**config.mk**
```make
export PLATFORM = sky130hd
export DESIGN_NAME = mole_spawner
export DESIGN_NICKNAME = d
export VERILOG_FILES = /design/src/rtl/mole_spawner.sv
export SDC_FILE = /design/constraint.sdc
export NUM_CORES = 1
export LEC_CHECK = 0
export ABC_AREA = 1
export CAP_MARGIN = 40
export CORE_UTILIZATION = 45
export DETAILED_ROUTE_END_ITERATION = 8
export PLACE_DENSITY = 0.77
export REMOVE_ABC_BUFFERS = 1
export SYNTH_ARGS = -nofsm -noshare
export SYNTH_HDL_FRONTEND = slang
export SYNTH_SLANG_ARGS = --single-unit
```
**constraint.sdc**
```tcl
create_clock -name clk -period 4.7 [get_ports clk]
set_input_delay 0.94 -clock clk [delete_from_list [all_inputs] [get_ports clk]]
set_output_delay 0.94 -clock clk [all_outputs]
set_load 0.02 [all_outputs]
```
**src/rtl/mole_spawner.sv**
```systemverilog
// Whack-a-mole spawner: LFSR-driven hole picker with retry/fallback, hit/miss
// scoring and a full-display flash after an accepted hit.
module mole_spawner #(
  parameter int unsigned NUM_HOLES    = 18,
  parameter logic [15:0] SEED         = 16'hACE1,
  parameter int unsigned FLASH_CYCLES = 25_000_000,
  parameter int unsigned MAX_TRIES    = 8
) (
  input  logic        clk,
  input  logic        reset,
  input  logic        trigger,
  input  logic        mole_hit,
  output logic [4:0]  position,
  output logic [17:0] display,
  output logic        mole_active,
  output logic        hit_ack,
  output logic [11:0] hit_count,
  output logic [11:0] miss_count
);

  localparam logic [15:0]  SEED_INIT  = (SEED == 16'h0000) ? 16'h0001 : SEED;
  localparam int unsigned  FW         = (FLASH_CYCLES > 1) ? $clog2(FLASH_CYCLES) : 1;
  localparam int unsigned  TW         = (MAX_TRIES > 1) ? $clog2(MAX_TRIES) : 1;
  localparam logic [FW-1:0] FLASH_LAST = FW'(FLASH_CYCLES - 1);
  localparam logic [TW-1:0] TRY_LAST   = TW'(MAX_TRIES - 1);
  localparam logic [4:0]   HOLES      = 5'(NUM_HOLES);
  localparam logic [4:0]   HOLE_LAST  = 5'(NUM_HOLES - 1);
  localparam logic [4:0]   NO_MOLE    = 5'd31;

  typedef enum logic [1:0] {
    S_IDLE,
    S_PICK,
    S_SHOW,
    S_FLASH
  } state_e;

  state_e        state_q, state_d;
  logic [15:0]   lfsr_q, lfsr_d;
  logic [4:0]    pos_q, pos_d;
  logic          last_valid_q, last_valid_d;
  logic [TW-1:0] tries_q, tries_d;
  logic [FW-1:0] flash_q, flash_d;
  logic          hit_ack_q, hit_ack_d;
  logic [11:0]   hit_cnt_q, hit_cnt_d;
  logic [11:0]   miss_cnt_q, miss_cnt_d;

  logic [4:0]    cand;
  logic          cand_ok;
  logic [4:0]    fallback;

  always_comb begin
    state_d      = state_q;
    lfsr_d       = {lfsr_q[14:0], lfsr_q[15] ^ lfsr_q[13] ^ lfsr_q[12] ^ lfsr_q[10]};
    pos_d        = pos_q;
    last_valid_d = last_valid_q;
    tries_d      = tries_q;
    flash_d      = flash_q;
    hit_ack_d    = 1'b0;
    hit_cnt_d    = hit_cnt_q;
    miss_cnt_d   = miss_cnt_q;

    // pos_q doubles as the last shown position; the output is masked outside SHOW
    cand     = lfsr_q[4:0];
    cand_ok  = (cand < HOLES) && !(last_valid_q && (cand == pos_q));
    fallback = 5'd0;
    if (last_valid_q && (pos_q != HOLE_LAST)) begin
      fallback = pos_q + 5'd1;
    end

    unique case (state_q)
      S_IDLE: begin
        if (trigger) begin
          state_d = S_PICK;
          tries_d = '0;
        end
      end
      S_PICK: begin
        if (cand_ok) begin
          pos_d        = cand;
          last_valid_d = 1'b1;
          state_d      = S_SHOW;
        end else if (tries_q == TRY_LAST) begin
          pos_d        = fallback;
          last_valid_d = 1'b1;
          state_d      = S_SHOW;
        end else begin
          tries_d = tries_q + TW'(1);
        end
      end
      S_SHOW: begin
        if (mole_hit) begin
          hit_ack_d = 1'b1;
          if (hit_cnt_q != '1) begin
            hit_cnt_d = hit_cnt_q + 12'd1;
          end
          if (trigger) begin
            state_d = S_PICK;
            tries_d = '0;
          end else begin
            state_d = S_FLASH;
            flash_d = '0;
          end
        end else if (trigger) begin
          if (miss_cnt_q != '1) begin
            miss_cnt_d = miss_cnt_q + 12'd1;
          end
          state_d = S_PICK;
          tries_d = '0;
        end
      end
      S_FLASH: begin
        if (trigger) begin
          state_d = S_PICK;
          tries_d = '0;
        end else if (flash_q == FLASH_LAST) begin
          state_d = S_IDLE;
        end else begin
          flash_d = flash_q + FW'(1);
        end
      end
      default: state_d = S_IDLE;
    endcase
  end

  always_ff @(posedge clk) begin
    if (reset) begin
      state_q      <= S_IDLE;
      lfsr_q       <= SEED_INIT;
      pos_q        <= '0;
      last_valid_q <= 1'b0;
      tries_q      <= '0;
      flash_q      <= '0;
      hit_ack_q    <= 1'b0;
      hit_cnt_q    <= '0;
      miss_cnt_q   <= '0;
    end else begin
      state_q      <= state_d;
      lfsr_q       <= lfsr_d;
      pos_q        <= pos_d;
      last_valid_q <= last_valid_d;
      tries_q      <= tries_d;
      flash_q      <= flash_d;
      hit_ack_q    <= hit_ack_d;
      hit_cnt_q    <= hit_cnt_d;
      miss_cnt_q   <= miss_cnt_d;
    end
  end

  always_comb begin
    position    = NO_MOLE;
    display     = '0;
    mole_active = 1'b0;
    if (state_q == S_SHOW) begin
      position    = pos_q;
      display     = 18'd1 << pos_q;
      mole_active = 1'b1;
    end else if (state_q == S_FLASH) begin
      display = '1;
    end
  end

  assign hit_ack    = hit_ack_q;
  assign hit_count  = hit_cnt_q;
  assign miss_count = miss_cnt_q;

endmodule

```
==> results of run 1 <==
## power by group
part           internal, mW  switching [mW]  total (mW)
Clock                 0.206           0.242       0.448
Sequential            0.673          0.0232       0.696
Combinational        0.0663           0.120       0.186
## registers in the layout, indices dropped and copies added, names as in the netlist
register / count
miss_count: 12
tries_q: 3
lfsr_q: 16
state_q: 2
last_valid_q: 1
pos_q: 5
hit_ack: 1
hit_count: 12
flash_q: 25
## cell families (layout without fill, tap and decap cells)
| family | after synthesis | after routing | synth area share [%] |
|---|---|---|---|
| compound gates | 91 | 91 | 10.9 |
| fa+ha+maj | 11 | 11 | 3.13 |
| flops | 77 | 77 | 35.1 |
| simple gates | 362 | 362 | 35.7 |
| buf+inv | 103 | 153 | 9.77 |
| xor+xnor | 27 | 27 | 5.38 |
## area by class of cell
cell class,instances,share of cell area (%)
Clock buffer,11,2.75
Inverter,83,6.05
Clock inverter,5,0.705
Sequential cell,77,29.9
Timing Repair Buffer,54,10.4
Multi-Input combinational cell,491,47.0
Tap cell,129,3.13
## cell usage in the layout, fill, tap and decap left out, drive strengths merged, types with 4 or more instances in the layout
cell / instances
nor3: 17
o31ai: 4
o21bai: 4
clkdlybuf4s50: 52
or2: 7
nand4: 15
nand3b: 4
o21ai: 43
inv: 82
nand2: 183
nand3: 44
xnor2: 9
ha: 11
xor2: 18
clkbuf: 11
dfxtp: 77
a21oi: 39
nor2: 92
## metrics by stage
stage / worst slack, ps / cells
floorplan: 2120 / 651
CTS: 1460 / 850
global placement: 1720 / 834
global route: 1240 / 850
finish: 1450 / 850
detailed placement: 1680 / 834
## layer usage
| layer | GRT usage, % | part of all wire, % |
|---|---|---|
| met1 | 27.8 | 46 |
| met5 | 0 | 0 |
| met3 | 4.09 | 6.0 |
| met4 | 6.35 | 1.3 |
| met2 | 36.5 | 47 |
## critical path: cells and delay by family, from the launching register on
family / cells / cell delay [ps]
AO/OA/AOI/OAI: 1 / 320
buffers and inverters: 1 / 650
flip-flops: 1 / 410
AND/OR/NAND/NOR: 1 / 570
## worst min path at each step
stage | start | slack [ps] | depth (start not counted) | endpoint
after floorplan | lfsr_q[11]$_SDFF_PP1_ | 390 | 2 | lfsr_q[12]$_SDFF_PP0_
after CTS | lfsr_q[7]$_SDFF_PP1_ | 410 | 2 | lfsr_q[8]$_SDFF_PP0_
final | lfsr_q[7]$_SDFF_PP1_ | 410 | 2 | lfsr_q[8]$_SDFF_PP0_
after global placement | lfsr_q[5]$_SDFF_PP1_ | 400 | 1 | lfsr_q[6]$_SDFF_PP1_
after detailed placement | lfsr_q[14]$_SDFF_PP0_ | 400 | 1 | lfsr_q[15]$_SDFF_PP1_
after global routing | lfsr_q[5]$_SDFF_PP1_ | 430 | 1 | lfsr_q[6]$_SDFF_PP1_
==> summary.md, run 1 <==
| Metric | Value |
|---|---|
| Run status | finished clean |
| Post-DRT Antenna Nets | 0 |
| Wire per inst | 12.1 um |
| Post-synth top area share | 35.1% |
| Average cell area after synthesis | 6.55 um^2 |
| Leakage power | 2.00 nW |
| Largest stage delay on the critical path | 650 ps |
| Class of the most critical setup path | reg -> out |
| Synth area leader | dfxtp_1 |
| RSZ-0062 raised after global routing | false |
| Fin crit period | 3250 ps |
| Register area share after synthesis | 35.1% |
| Drt pass-1 iters | 5 |
| Crit-path max FO | 31 |
| R2r worst-path depth | 11 |
| Initial Utilization | 47.1% |
| Largest net degree at the start of global routing | 46 |
| H-tree depth | 3 |
| Clk root buf | clkbuf_8 |
| Most common library cells after synthesis | nand2_1, nor2_1, inv_1 |
| Vias in the first global route | 3882 |
| All-Layer GR Usage | 21.5% |
| Area of the multi-input gates | 2420 um^2 |
| I/O Buffers | 52 |
| Critical-path cell list | nand2_1, o21ai_0, clkdlybuf4s50_1 |
| Worst R2R Setup Slack | 2560 ps |
| Hold Buf Count CTS | 0 |
| Die Wd | 101 um |
| TritonCTS Sinks | 77 |
| I/O pin count | 53 |
| Synth unique cells | 31 |
| Later-pin clock latency in the skew report | 340 ps |
| DRT iter0 DRCs | 271 |
| Die height | 101 um |
| Growth of design area from synthesis to finish | 17.2% |
| Fillers | 851 |
| Setup crit start | state_q[1]$_SDFFE_PP0P_ |
| Slowest CP cell | clkdlybuf4s50_1 |
| TritonCTS buffer count | 9 |
| Synth top area cells | dfxtp_1, nand2_1, nor2_1, inv_1, nand3_1 |
| Worst r2r src | flash_q[1]$_SDFFE_PP0P_ |
| Nets | 731 |
| DP Wirelength | 7380 um |
| Setup crit end kind | output pin |
| Synthesized flop and latch total | 77 |
| Slew headroom | 38.4% |
| Top FF cell, synth | dfxtp_1 |
| Max Clock Freq | 308 MHz |
| EDFF count, synth | 0 |
| Count leader, synth | nand2_1 |
| Final Util | 55.2% |
| WP data arrival | 2310 ps |
| Residual DRC | 0 |
| First-pass GRT wire length | 17600 um |
| Post-layout instance area | 5150 um^2 |
| Hold Slack | 411 ps |
| Core Rows | 35 |
| RePlAce Congestion | 0.943 |
| Clk buf depth | 2 |
| Peak VDD IR | 0.214 mV |
| Routed WL | 10200 um |
| Worst Path Required | 3760 ps |
| Slew Limit Fails | 0 |
| Setup TNS | 0 ps |
| Mapped Area | 4390 um^2 |
| Sequential cell area | 1540 um^2 |
| Core Region | 9330 um^2 |
| Max-cap violation count | 0 |
| Worst Skew | 6.06 ps |
| Placed Area | 4970 um^2 |
| Async set-reset flop share out of synthesis | 0% |
| Die area | 10200 um^2 |
| Setup crit start kind | flop |
| Detailed-route via count | 4359 |
| Min-Delay Path Class | reg -> reg |
| Vias per std cell | 5.13 |
| Post-cts resize count | 0 |
| Final Setup Violations | 0 |
| Clk slew on worst S/H paths | 80 ps |
| Design Power | 1.33 mW |
| RR Endpoint | flash_q[1]$_SDFFE_PP0P_ |
| Initial antenna violation count | 0 |
| CTS tree | done |
| ANT cells | 0 |
| YS warnings | 0 |
| Post-Synthesis Cells | 671 |
| Setup bufs post-CTS | 0 |
| Fin crit share | 69.1% |
| Hold Vio Cnt, Final | 0 |
| Worst Tran Pin Value | 921 ps |
| Power Dens Cells | 258 nW/um^2 |
| Total congestion overflow | 0 |
| Worst setup path endpoint | display[17] |
| Share of post-route cells with drive strength above 1 | 5.83% |
Note: power is estimated with default switching activity, not from simulation.
==> run 2, diff against run 1 <==
==> constraint.sdc (replaced) <==
create_clock -name clk -period 3.15 [get_ports clk]
set_input_delay 0.63 -clock clk [delete_from_list [all_inputs] [get_ports clk]]
set_output_delay 0.63 -clock clk [all_outputs]
set_load 0.02 [all_outputs]
==> run 2 against run 1 <==
Wire length is 0.69% higher. Clock-buffer cell count decreased by 2. Critical endpoint is now display[9]. Via count down 1.5%. Clock power increased by 79%. Die area stayed put. Highest routed layer unchanged. Final cell count is 0.24% higher. Clock skew is essentially flat. Power increased by 60%.
==> summary.md, run 2 (synthesis gave the netlist of run 1 again) <==
| Metric | Value |
|---|---|
| Largest Register | flash_q |
| Max FFs per register | 25 (unchanged) |
| First-pass GRT wire length | 17600 um (unchanged) |
| Setup crit start kind | flop |
| Wire per inst | 12.1 um (+0.46%) |
| TritonCTS Sinks | 77 (unchanged) |
| Slew Limit Fails | 0 (unchanged) |
| Most frequent cells in the layout | nand2_1, nor2_1, inv_1 |
| Die height | 101 um (unchanged) |
| Clk root buf | clkbuf_8 |
| RePlAce Congestion | 0.883 (-6.4%) |
| Setup TNS | 0 ps (unchanged) |
| I/O Buffers | 52 (unchanged) |
| Largest net degree at the start of global routing | 46 (unchanged) |
| Worst Skew | 6.43 ps (+0.375 ps) |
| Class of the most critical setup path | reg -> out |
| Vias per std cell | 5.04 (-1.7%) |
| DP Wirelength | 7480 um (+1.3%) |
| Hold Buf Count CTS | 0 (unchanged) |
| Hold Vio Cnt, Final | 0 (unchanged) |
| Later-pin clock latency in the skew report | 350 ps (about the same) |
| Share of post-route cells with drive strength above 1 | 6.22% (+0.40 points) |
| Post-DRT Antenna Nets | 0 (unchanged) |
| Clk buf depth | 2 (unchanged) |
| RSZ-0062 raised after global routing | false |
| Leading cell type in the layout, fill and taps excluded | nand2_1 |
| Total congestion overflow | 0 (unchanged) |
| DRT iter0 DRCs | 203 (-25%) |
| Setup bufs post-CTS | 0 (unchanged) |
| Initial Utilization | 47.1% (unchanged) |
| Max Clock Freq | 343 MHz |
| Initial antenna violation count | 0 (unchanged) |
| I/O pin count | 53 (unchanged) |
| Core Region | 9330 um^2 (unchanged) |
| Crit-path max FO | 6 (-81%) |
| ANT cells | 0 (unchanged) |
| Routed WL | 10300 um (+0.69%) |
| Die Wd | 101 um (unchanged) |
| Setup crit end kind | output pin |
| Peak VDD IR | 0.384 mV (+79%) |
| Min-Delay Path Class | reg -> reg |
| Leakage power | 2.04 nW (+1.7%) |
| Detailed-route via count | 4295 (-1.5%) |
| CTS tree | done |
| Fin crit share | 92.5% |
| Growth of design area from synthesis to finish | 18.4% |
| Final Util | 55.7% (+0.54 points) |
| Slew headroom | 62.0% (+24 points) |
| Post-cts resize count | 0 (unchanged) |
| All-Layer GR Usage | 21.4% (-0.050 points) |
| Final Setup Violations | 0 (unchanged) |
| Fillers | 875 (+2.8%) |
| Nets | 733 (+0.27%) |
| Core Rows | 35 (unchanged) |
| Residual DRC | 0 (unchanged) |
| Max-cap violation count | 0 (unchanged) |
| H-tree depth | 3 (unchanged) |
| Worst Path Required | 2520 ps (-1240 ps) |
| Run status | finished clean |
| Die area | 10200 um^2 (unchanged) |
| Drt pass-1 iters | 5 (unchanged) |
| WP data arrival | 2280 ps (-30 ps) |
| Worst Tran Pin Value | 567 ps (-354 ps) |
| Clk slew on worst S/H paths | 90 ps (about the same) |
| Fin crit period | 2910 ps |
| Vias in the first global route | 3958 (+2.0%) |
| Regs by FF count | flash_q: 25 flops, lfsr_q: 16 flops |
| Power Dens Cells | 408 nW/um^2 (+58%) |
| TritonCTS buffer count | 9 (unchanged) |
## run 2: cell count changes in the layout (fill, tap and decap cells not counted), moves of 2 or more
cell / before / now
inv_8: 0 / 3
inv_6: 0 / 2
buf_4: 2 / 4
clkinvlp_4: 3 / 1
## run 2: final cells by class
| class | count | area (um^2) | share of cell area [%] |
|---|---|---|---|
| clock buffers | 9 | 124 | 2.38 |
| clock inverters | 7 | 88.8 | 1.71 |
| inverters | 83 | 312 | 5.99 |
| multi-input cells | 491 | 2420 | 46.6 |
| flip-flops and latches | 77 | 1540 | 29.6 |
| well taps | 129 | 161 | 3.10 |
| repair buffers | 56 | 551 | 10.6 |
## run 2: path summary, 6_finish.rpt
kind | slack [ps] | end | start | cells past startpoint
setup / recovery | 240 | display[9] | state_q[0]$_SDFFE_PP0P_ | 6
hold / removal | 410 | lfsr_q[8]$_SDFF_PP0_ | lfsr_q[7]$_SDFF_PP1_ | 2
setup reg to reg | 1000 | flash_q[1]$_SDFFE_PP0P_ | flash_q[0]$_SDFFE_PP0P_ | 11
hold reg to reg | 410 | lfsr_q[8]$_SDFF_PP0_ | lfsr_q[7]$_SDFF_PP1_ | 2
## run 2: routing by layer
metal	track usage [%]	wire length, um	vias up
met5	0	0	-
met4	5.24	66	0
met3	4.79	452	6
li1	-	-	2223
met2	37.0	5060	90
met1	27.1	4740	1976
## run 2: power breakdown
group / switching (mW) / total, mW / internal [mW]
combinational: 0.181 / 0.281 / 0.100
sequential: 0.0358 / 1.04 / 1.00
clock: 0.414 / 0.802 / 0.388
total: 0.631 / 2.12 / 1.49
## run 2: critical path: stages, from the launching register on
cell             delay (ps)
dfxtp_1                 350
inv_1                   110
nand2_1                 140
nor2_1                  270
inv_1                   110
o41ai_1                 280
clkdlybuf4s50_1         670
## run 2: stage by stage
step	area [um^2]	total power, mW	setup WS [ps]	instances	hold WS (ps)
final	5200	2.12	236	852	414
after global routing	5200	2.23	15.3	852	427
after CTS	5200	2.14	215	852	415
after detailed placement	4990	1.34	611	836	395
after global placement	4990	1.33	720	836	392
after floorplan	4280	1.22	879	651	388
